$ cat config.mk
export PLATFORM = sky130hd
export DESIGN_NAME = gray_seq_ctrl
export DESIGN_NICKNAME = d
export VERILOG_FILES = /design/src/rtl/gray_ctrl_pkg.sv /design/src/rtl/gray_step.sv /design/src/rtl/gray_seq_ctrl.sv
export SDC_FILE = /design/constraint.sdc
export NUM_CORES = 1
export LEC_CHECK = 0
export BUFFER_PORTS_ARGS = -buffer_cell sky130_fd_sc_hd__buf_4
export CELL_PAD_IN_SITES_DETAIL_PLACEMENT = 1
export CELL_PAD_IN_SITES_GLOBAL_PLACEMENT = 2
export CORE_MARGIN = 1
export CORE_UTILIZATION = 31
export CTS_BUF_LIST = sky130_fd_sc_hd__clkbuf_8
export CTS_CLUSTER_SIZE = 28
export DETAILED_ROUTE_END_ITERATION = 7
export HOLD_SLACK_MARGIN = 0.08
export PLACE_DENSITY_LB_ADDON = 0.25
export SETUP_SLACK_MARGIN = 0.5
export SKIP_CTS_REPAIR_TIMING = 1
export SLEW_MARGIN = 20
export SYNTH_ARGS = -nofsm -noshare
export SYNTH_HDL_FRONTEND = slang
export SYNTH_SLANG_ARGS = --single-unit
$ cat constraint.sdc
create_clock -name clk -period 1.66 [get_ports clk]
set_input_delay 0.166 -clock clk [delete_from_list [all_inputs] [get_ports clk]]
set_output_delay 0.166 -clock clk [all_outputs]
set_load 0.02 [all_outputs]
$ cat src/rtl/gray_ctrl_pkg.sv
// rtl/gray_ctrl_pkg.sv - shared types and constants for the Gray burst sequencer
package gray_ctrl_pkg;

  typedef enum logic [1:0] {
    S_IDLE  = 2'd0,
    S_GRANT = 2'd1,
    S_RUN   = 2'd2,
    S_DONE  = 2'd3
  } state_t;

  localparam int GRAY_WIDTH_DEF = 3;
  localparam int LEN_W_DEF      = 4;

  // Requester indices, also the encoding of the round-robin pointer.
  localparam logic REQ0 = 1'b0;
  localparam logic REQ1 = 1'b1;

endpackage

$ cat src/rtl/gray_step.sv
// rtl/gray_step.sv - combinational next-Gray-code step, up or down
//
// Ports:
//   gray  in   WIDTH  current Gray code
//   dir   in   1      0 = count up, 1 = count down
//   nxt   out  WIDTH  Gray code one step along the chosen direction
//   last  out  1      gray is the final code before wrapping in that direction
module gray_step
  import gray_ctrl_pkg::*;
#(
  parameter int WIDTH = GRAY_WIDTH_DEF
) (
  input  logic [WIDTH-1:0] gray,
  input  logic             dir,
  output logic [WIDTH-1:0] nxt,
  output logic             last
);

  logic [WIDTH-1:0] bin;
  logic [WIDTH-1:0] bin_nxt;

  // Step in binary and re-encode; binary bit i is the XOR of Gray bits i and up.
  always_comb begin
    bin = '0;
    for (int i = 0; i < WIDTH; i++) begin
      bin[i] = ^(gray >> i);
    end
    bin_nxt = dir ? (bin - WIDTH'(1)) : (bin + WIDTH'(1));
    nxt     = bin_nxt ^ (bin_nxt >> 1);
    last    = dir ? (bin == '0) : (bin == '1);
  end

endmodule

$ cat src/rtl/gray_seq_ctrl.sv
// rtl/gray_seq_ctrl.sv - two-requester burst arbiter driving a shared Gray counter
//
// Ports:
//   clk     in   1      clock, rising edge
//   reset   in   1      asynchronous active-low reset
//   dir     in   1      count direction, latched in GRANT (only with GRAY_DOWN_EN)
//   req     in   2      per-requester request, held for the whole burst
//   len0    in   LEN_W  burst length in steps for requester 0
//   len1    in   LEN_W  burst length in steps for requester 1
//   gnt     out  2      one-hot grant, 00 when idle
//   busy    out  1      state is not IDLE
//   cnt_en  out  1      a Gray step happens at the next edge
//   gray    out  WIDTH  shared Gray count, kept across bursts
//   done    out  2      one-cycle completion pulse per requester
//   wrap    out  1      one-cycle pulse after the edge where gray wrapped
//
// Build option: define GRAY_DOWN_EN to add the dir port and down counting.
module gray_seq_ctrl
  import gray_ctrl_pkg::*;
#(
  parameter int WIDTH = GRAY_WIDTH_DEF,
  parameter int LEN_W = LEN_W_DEF
) (
  input  logic             clk,
  input  logic             reset,
`ifdef GRAY_DOWN_EN
  input  logic             dir,
`endif
  input  logic [1:0]       req,
  input  logic [LEN_W-1:0] len0,
  input  logic [LEN_W-1:0] len1,
  output logic [1:0]       gnt,
  output logic             busy,
  output logic             cnt_en,
  output logic [WIDTH-1:0] gray,
  output logic [1:0]       done,
  output logic             wrap
);

  state_t           state;
  logic             gidx;
  logic             ptr;
  logic [LEN_W-1:0] remaining;
  logic             dir_q;
  logic             dir_in;
  logic             win;
  logic [WIDTH-1:0] gray_nxt;
  logic             gray_last;

`ifdef GRAY_DOWN_EN
  assign dir_in = dir;
`else
  assign dir_in = 1'b0;
`endif

  // The pointer only decides a tie; a lone requester always wins.
  assign win    = (req == 2'b11) ? ptr : ~req[0];
  assign busy   = (state != S_IDLE);
  assign cnt_en = (state == S_RUN) && req[gidx];

  gray_step #(.WIDTH(WIDTH)) u_step (
    .gray (gray),
    .dir  (dir_q),
    .nxt  (gray_nxt),
    .last (gray_last)
  );

  always_ff @(posedge clk or negedge reset) begin
    if (!reset) begin
      state     <= S_IDLE;
      gnt       <= 2'b00;
      done      <= 2'b00;
      wrap      <= 1'b0;
      gray      <= '0;
      remaining <= '0;
      ptr       <= REQ0;
      gidx      <= REQ0;
      dir_q     <= 1'b0;
    end else begin
      wrap <= 1'b0;
      done <= 2'b00;
      unique case (state)
        S_IDLE: begin
          if (req != 2'b00) begin
            gidx      <= win;
            gnt       <= win ? 2'b10 : 2'b01;
            remaining <= win ? len1 : len0;
            state     <= S_GRANT;
          end
        end
        S_GRANT: begin
          dir_q <= dir_in;
          if (remaining == '0) begin
            state <= S_DONE;
            done  <= gnt;
          end else begin
            state <= S_RUN;
          end
        end
        S_RUN: begin
          if (req[gidx]) begin
            gray      <= gray_nxt;
            wrap      <= gray_last;
            remaining <= remaining - LEN_W'(1);
            if (remaining == LEN_W'(1)) begin
              state <= S_DONE;
              done  <= gnt;
            end
          end else begin
            // Requester withdrew: abandon the burst silently.
            state <= S_IDLE;
            gnt   <= 2'b00;
            ptr   <= ~gidx;
          end
        end
        S_DONE: begin
          state <= S_IDLE;
          gnt   <= 2'b00;
          ptr   <= ~gidx;
        end
        default: begin
          state <= S_IDLE;
          gnt   <= 2'b00;
        end
      endcase
    end
  end

endmodule

### Word-level counts from Yosys, hierarchy flattened

Cells that the tools add are included.

* reduce and logical (&&, ||, !) cells: 17
* muxes and demuxes: 24
* equal/unequal tests: 10
* magnitude comparators: 1
* bitwise logic cells: 3
* $add $sub $neg: 2

Operator list (count)
* $mux W2: 9
* $mux W4: 3
* $reduce_xor A3 Y1: 3
* $pmux W2 S4: 1
* $pmux W4 S2: 1
* $reduce_and A2 Y1: 4
* $reduce_bool A2 Y1: 4
* $mux W1: 7
* $eq A2 B2 Y1 const B: 3
* $pmux W2 S3: 1
* $reduce_and A3 Y1: 2
* $eq A4 B1 Y1 const B: 1
* $logic_not A4 Y1: 1
* $ne A2 B2 Y1 const B: 2
* $pmux W2 S2: 1
* $sub A4 B1 Y4 const B: 1
* $add A3 B1 Y3 const B: 1
* $eq A3 B3 Y1 const B: 1
* $ne A3 B2 Y1 const B: 1
* $reduce_bool A3 Y1: 1
* $xor A3 B2 Y3: 1
* $eq A2 B1 Y1 const B: 1
* $logic_not A2 Y1: 1
* $lt A1 B2 Y1 const B: 1
* 4 further kinds: 5

* input port bits: 12
* output and inout bits: 10
* word-level logic and storage cells: 65
* register bits after elaboration: 16

### Logic depth before layout (Yosys ltp)

* depth after elaboration: 5
* gate-level depth with buffers: 7
* mapped depth without buffers: 6

### By module

From an unflattened synthesis, not the netlist that was laid out.

* cell total of the unflattened synthesis: 101
* area, all modules: 1053.5 µm²

By module, submodules not included
* gray_seq_ctrl: cells each 91, instances 1, area each 959.7 µm², seq. area each 400.4 µm²
* gray_step: cells each 10, instances 1, area each 93.8 µm², seq. area each 0.0 µm²

### Worst setup path after synthesis

OpenSTA, ideal clock, no wires.

* path kind: register to register
* from: reg state[0]
* to: reg gnt[1]
* period minus slack after synthesis: 1.607 ns
* path buffers: 0
* setup time: 0.128 ns
* cell stages (with the launch flop): 6
* path slack: 0.053 ns
* arrival: 1.479 ns
* required time: 1.532 ns
* cell sequence: dfrtp_1 -> inv_1 -> ha_1 -> nor3b_1 -> nor3_4 -> mux2_1

* cells in the longest elaborated chain, start to end: 3
* elaborated cells between the ends (all ways): 8
* classes of those cells: eq/ne: 4; mux: 1; reduce/logical: 3

Ends and longest elaborated chain
* start: declaration: line gray_seq_ctrl.sv:40 `state_t state;`
* start signal: assignment: line gray_seq_ctrl.sv:70 `state <= S_IDLE;`
* start signal: assignment: line gray_seq_ctrl.sv:88 `state <= S_GRANT;`
* start signal: assignment: line gray_seq_ctrl.sv:94 `state <= S_DONE;`
* $eq A2 B2 Y1 / $logic_not A2 Y1 (equally long branches): line gray_seq_ctrl.sv:82 `unique case (state)`
* $ne A2 B2 Y1 (no source line) / $reduce_bool A3 Y1 (equally long branches)
* $reduce_and A3 Y1 (no source line)
* end signal: assignment: line gray_seq_ctrl.sv:86 `gnt <= win ? 2'b10 : 2'b01;`
* end: declaration: line gray_seq_ctrl.sv:32 `output logic [1:0] gnt,`

Parallel ways exist; a longest one is shown, timed or not.
A chain may end at the register's enable or synchronous reset.

### Worst setup path in the final report

* from: reg gidx
* to: reg gnt[1]

* cells in the longest elaborated chain, start to end: 4

Ends and longest elaborated chain
* start: declaration: line gray_seq_ctrl.sv:41 `logic gidx;`
* start signal: assignment: line gray_seq_ctrl.sv:85 `gidx <= win;`
* $mux W1 (not written as such) (2 in series): line gray_seq_ctrl.sv:101 `if (req[gidx]) begin`
* $ne A2 B2 Y1 (no source line)
* $reduce_and A3 Y1 (no source line)

Every way passes these cells. The select of a mux whose other input is x is not followed.

==> reports/results.txt <==
Total GRT Usage -> 15.69%
number of global-route vias before repair -> 829
io pins -> 22
Post-Syn Nets -> 112
Nets -> 160
clock tree buffer depth -> 2
Clock Skew -> 0.001224 ns
min Tclk post-route -> 1.565 ns
setup_tns -> 0 ns
Crit Path Max Fanout -> 8
slowest CP cell -> dfrtp_2
largest net degree at the start of global routing -> 17
R2R Setup Slk -> 0.1 ns
initial antenna violation count -> 0
global-route wire length before repair -> 3946 um
CP dominant cell by count -> mux2_4
R2R Path Start -> gidx
Largest stage delay, worst path -> 0.44 ns
DRT Pass-1 Iters -> 6
Finished Cell Area -> 1624 um2
failing checks -> DRC
worst hold slack -> 0.3110 ns
Power Dens Cells -> 1878 nW/um2
RSZ-0062 raised after global routing -> true
Max-slew headroom -> 76.97%
CP Class -> flip-flop to flip-flop
Seq cells post-synth -> 16
post-synthesis sequential area ratio -> 41.67%
final setup fails -> 0
setup ws final -> 0.09511 ns
Core Region -> 2853 um2
residual overflow from global routing -> 0
r2r worst-path depth -> 5
initial DRC count -> 20
DP Wirelength -> 1762 um
crit path DAT -> 1.71 ns
cts bufs inserted -> 3
Leak Pwr -> 0.7240 nW
Filler cells -> 301
CP Capture Type -> flip-flop
clock slew at reported path FFs -> 0.07 ns
Max Clk Rate -> 0.6390 GHz
DP Worst Slack -> 0.03245 ns
worst skew pair latency -> 0.25 ns
Syn Inst Count -> 93
via/cell ratio -> 5.322
DIE HEIGHT -> 57.68 um
initial core utilization -> 33.68%
crit share post-route -> 94.27%
worst-margin pin slew -> 0.3423 ns
GPL Wtd Cong -> 0.7786
drt wl/cell -> 17.06 um
DP Area -> 1241 um2
Synth Area in Compound Gates -> 13.54%
H-tree Lvls -> 1
# port buffers -> 21
area delta synth->final -> 69.01%
Die X -> 57.68 um
WP data required -> 1.80 ns
CTS sink cnt -> 16
CP Cell Sequence -> mux2_4 -> nand2_8 -> inv_8 -> nor3_4 -> mux2_4
Final Hold Viols -> 0
share of cells above drive strength 1 -> 60.00%
main combinational cell family by area after synthesis -> simple AND/OR/NAND/NOR gates
routed wire length -> 2918 um
Peak VDD IR -> 0.0008568 V
Netlist cell types -> 35
# diodes -> 0
synthesized-area fraction occupied by and/or/nand/nor cells -> 18.88%
Max Cap Viol -> 0
die footprint -> 3326 um2
Post-Syn Area -> 960.9 um2
DRC -> 3
Final Max Slew Viols -> 0
Vias -> 910
Std-Cell Rows -> 19
reg2reg end -> gnt[1]
Adder-Cell Fraction of Synth Area -> 9.115%
mux contribution to synthesized area -> 11.72%
CTS tree -> yes
worst min path class -> primary input to async pin
synthesized area per cell -> 10.33 um2
status -> finished with violations
clock root buffer -> clkbuf_8
Ys Warns -> 0
post-route antenna net violation count -> 0
Startpoint Class -> flip-flop
XOR/XNOR Fraction of Synth Area -> 0.9115%
-- through the flow --
stage          power [W]  instances  utilization [%]
2_1_floorplan   0.001597         93                -
3_3_place_gp    0.001986        149            43.51
3_5_place_dp    0.002025        149            43.51
4_1_cts         0.002386        153            45.44
5_1_grt         0.003253        171            56.93
6_report        0.003050        171            56.93
-- layout make-up --
| class | instances | area, um2 | area share (%) |
|---|---|---|---|
| inverter | 7 | 33.78 | 2.080 |
| tap | 31 | 38.79 | 2.388 |
| multi-input combinational | 68 | 713.2 | 43.91 |
| clock buffer | 4 | 55.05 | 3.390 |
| timing repair buffer | 45 | 379.1 | 23.34 |
| sequential | 16 | 404.1 | 24.88 |
-- cells in the final DEF (no fill, tap or decap), types with 3 or more instances in the layout --
cell and n:
buf_4 36, dfrtp_1 13, buf_6 7, nand2_1 6, o21ai_1 5, inv_2 4, mux2_4 4, nor3_1 4
ha_4 4, clkbuf_8 4, a21oi_1 3, mux2_2 3, mux2i_1 3, dfrtp_2 3
-- logic make-up after synthesis --
| group | Yosys count |
|---|---|
| XOR/XNOR | 1 |
| AO/OA/AOI/OAI | 20 |
| AND/OR/NAND/NOR | 30 |
| buffers and inverters | 9 |
| adder cells (fa/ha/maj) | 7 |
| flip-flops | 16 |
| multiplexers | 10 |
-- per-layer routing --
layer	part of all wire (%)	GRT usage [%]	vias to the layer above
li1	-	-	426
met1	43	19.61	463
met2	53	27.41	17
met3	2.5	2.902	4
met4	1.5	5.102	0
met5	0	0	-
-- worst max-delay path, delay by kind of cell (launching register included) --
kind / cells / cell delay (ns)
mux: 2 / 0.66
flops: 1 / 0.44
simple gates: 2 / 0.30
buf+inv: 1 / 0.05
-- cell usage after synthesis, drive strengths merged --
cell type	number	area share (%)
nor4b	1	0.91
inv	7	3.0
nor2	4	1.6
o21ba	1	1.0
nor3b	2	1.6
buf	1	0.78
ha	7	9.1
and2	2	1.3
a21oi	4	2.1
nor2b	2	1.3
mux2	7	8.6
a41oi	1	0.91
o31ai	1	0.78
o32a	1	1.0
mux2i	3	3.1
o22ai	1	0.65
nor4	2	1.3
clkbuf	1	0.39
a31oi	2	1.3
nor4bb	1	1.0
nand3	2	1.0
o21ai	7	3.6
nor3	5	3.8
a21boi	1	1.2
xor2	1	0.91
dfrtp	16	42
a2bb2oi	1	0.91
or3b	1	0.91
nand2b	1	0.65
nand2	7	3.5
-- worst max path at each step --
stage | start | to | slack [ns]
6_report | gidx | gnt[1] | 0.1
5_1_grt | gidx | gnt[1] | 0.04
4_1_cts | state[0] | remaining[3] | 0.02
3_5_place_dp | state[0] | remaining[3] | 0.03
3_3_place_gp | state[1] | gnt[1] | 0.07
2_1_floorplan | state[0] | gnt[1] | 0.13
-- report_power, final --
part	total, W	switching, W	internal, W
Combinational	0.00189	0.000862	0.00103
Sequential	0.000802	0.000240	0.000562
Clock	0.000360	0.000149	0.000211
Power figures use the tool's default switching activity.
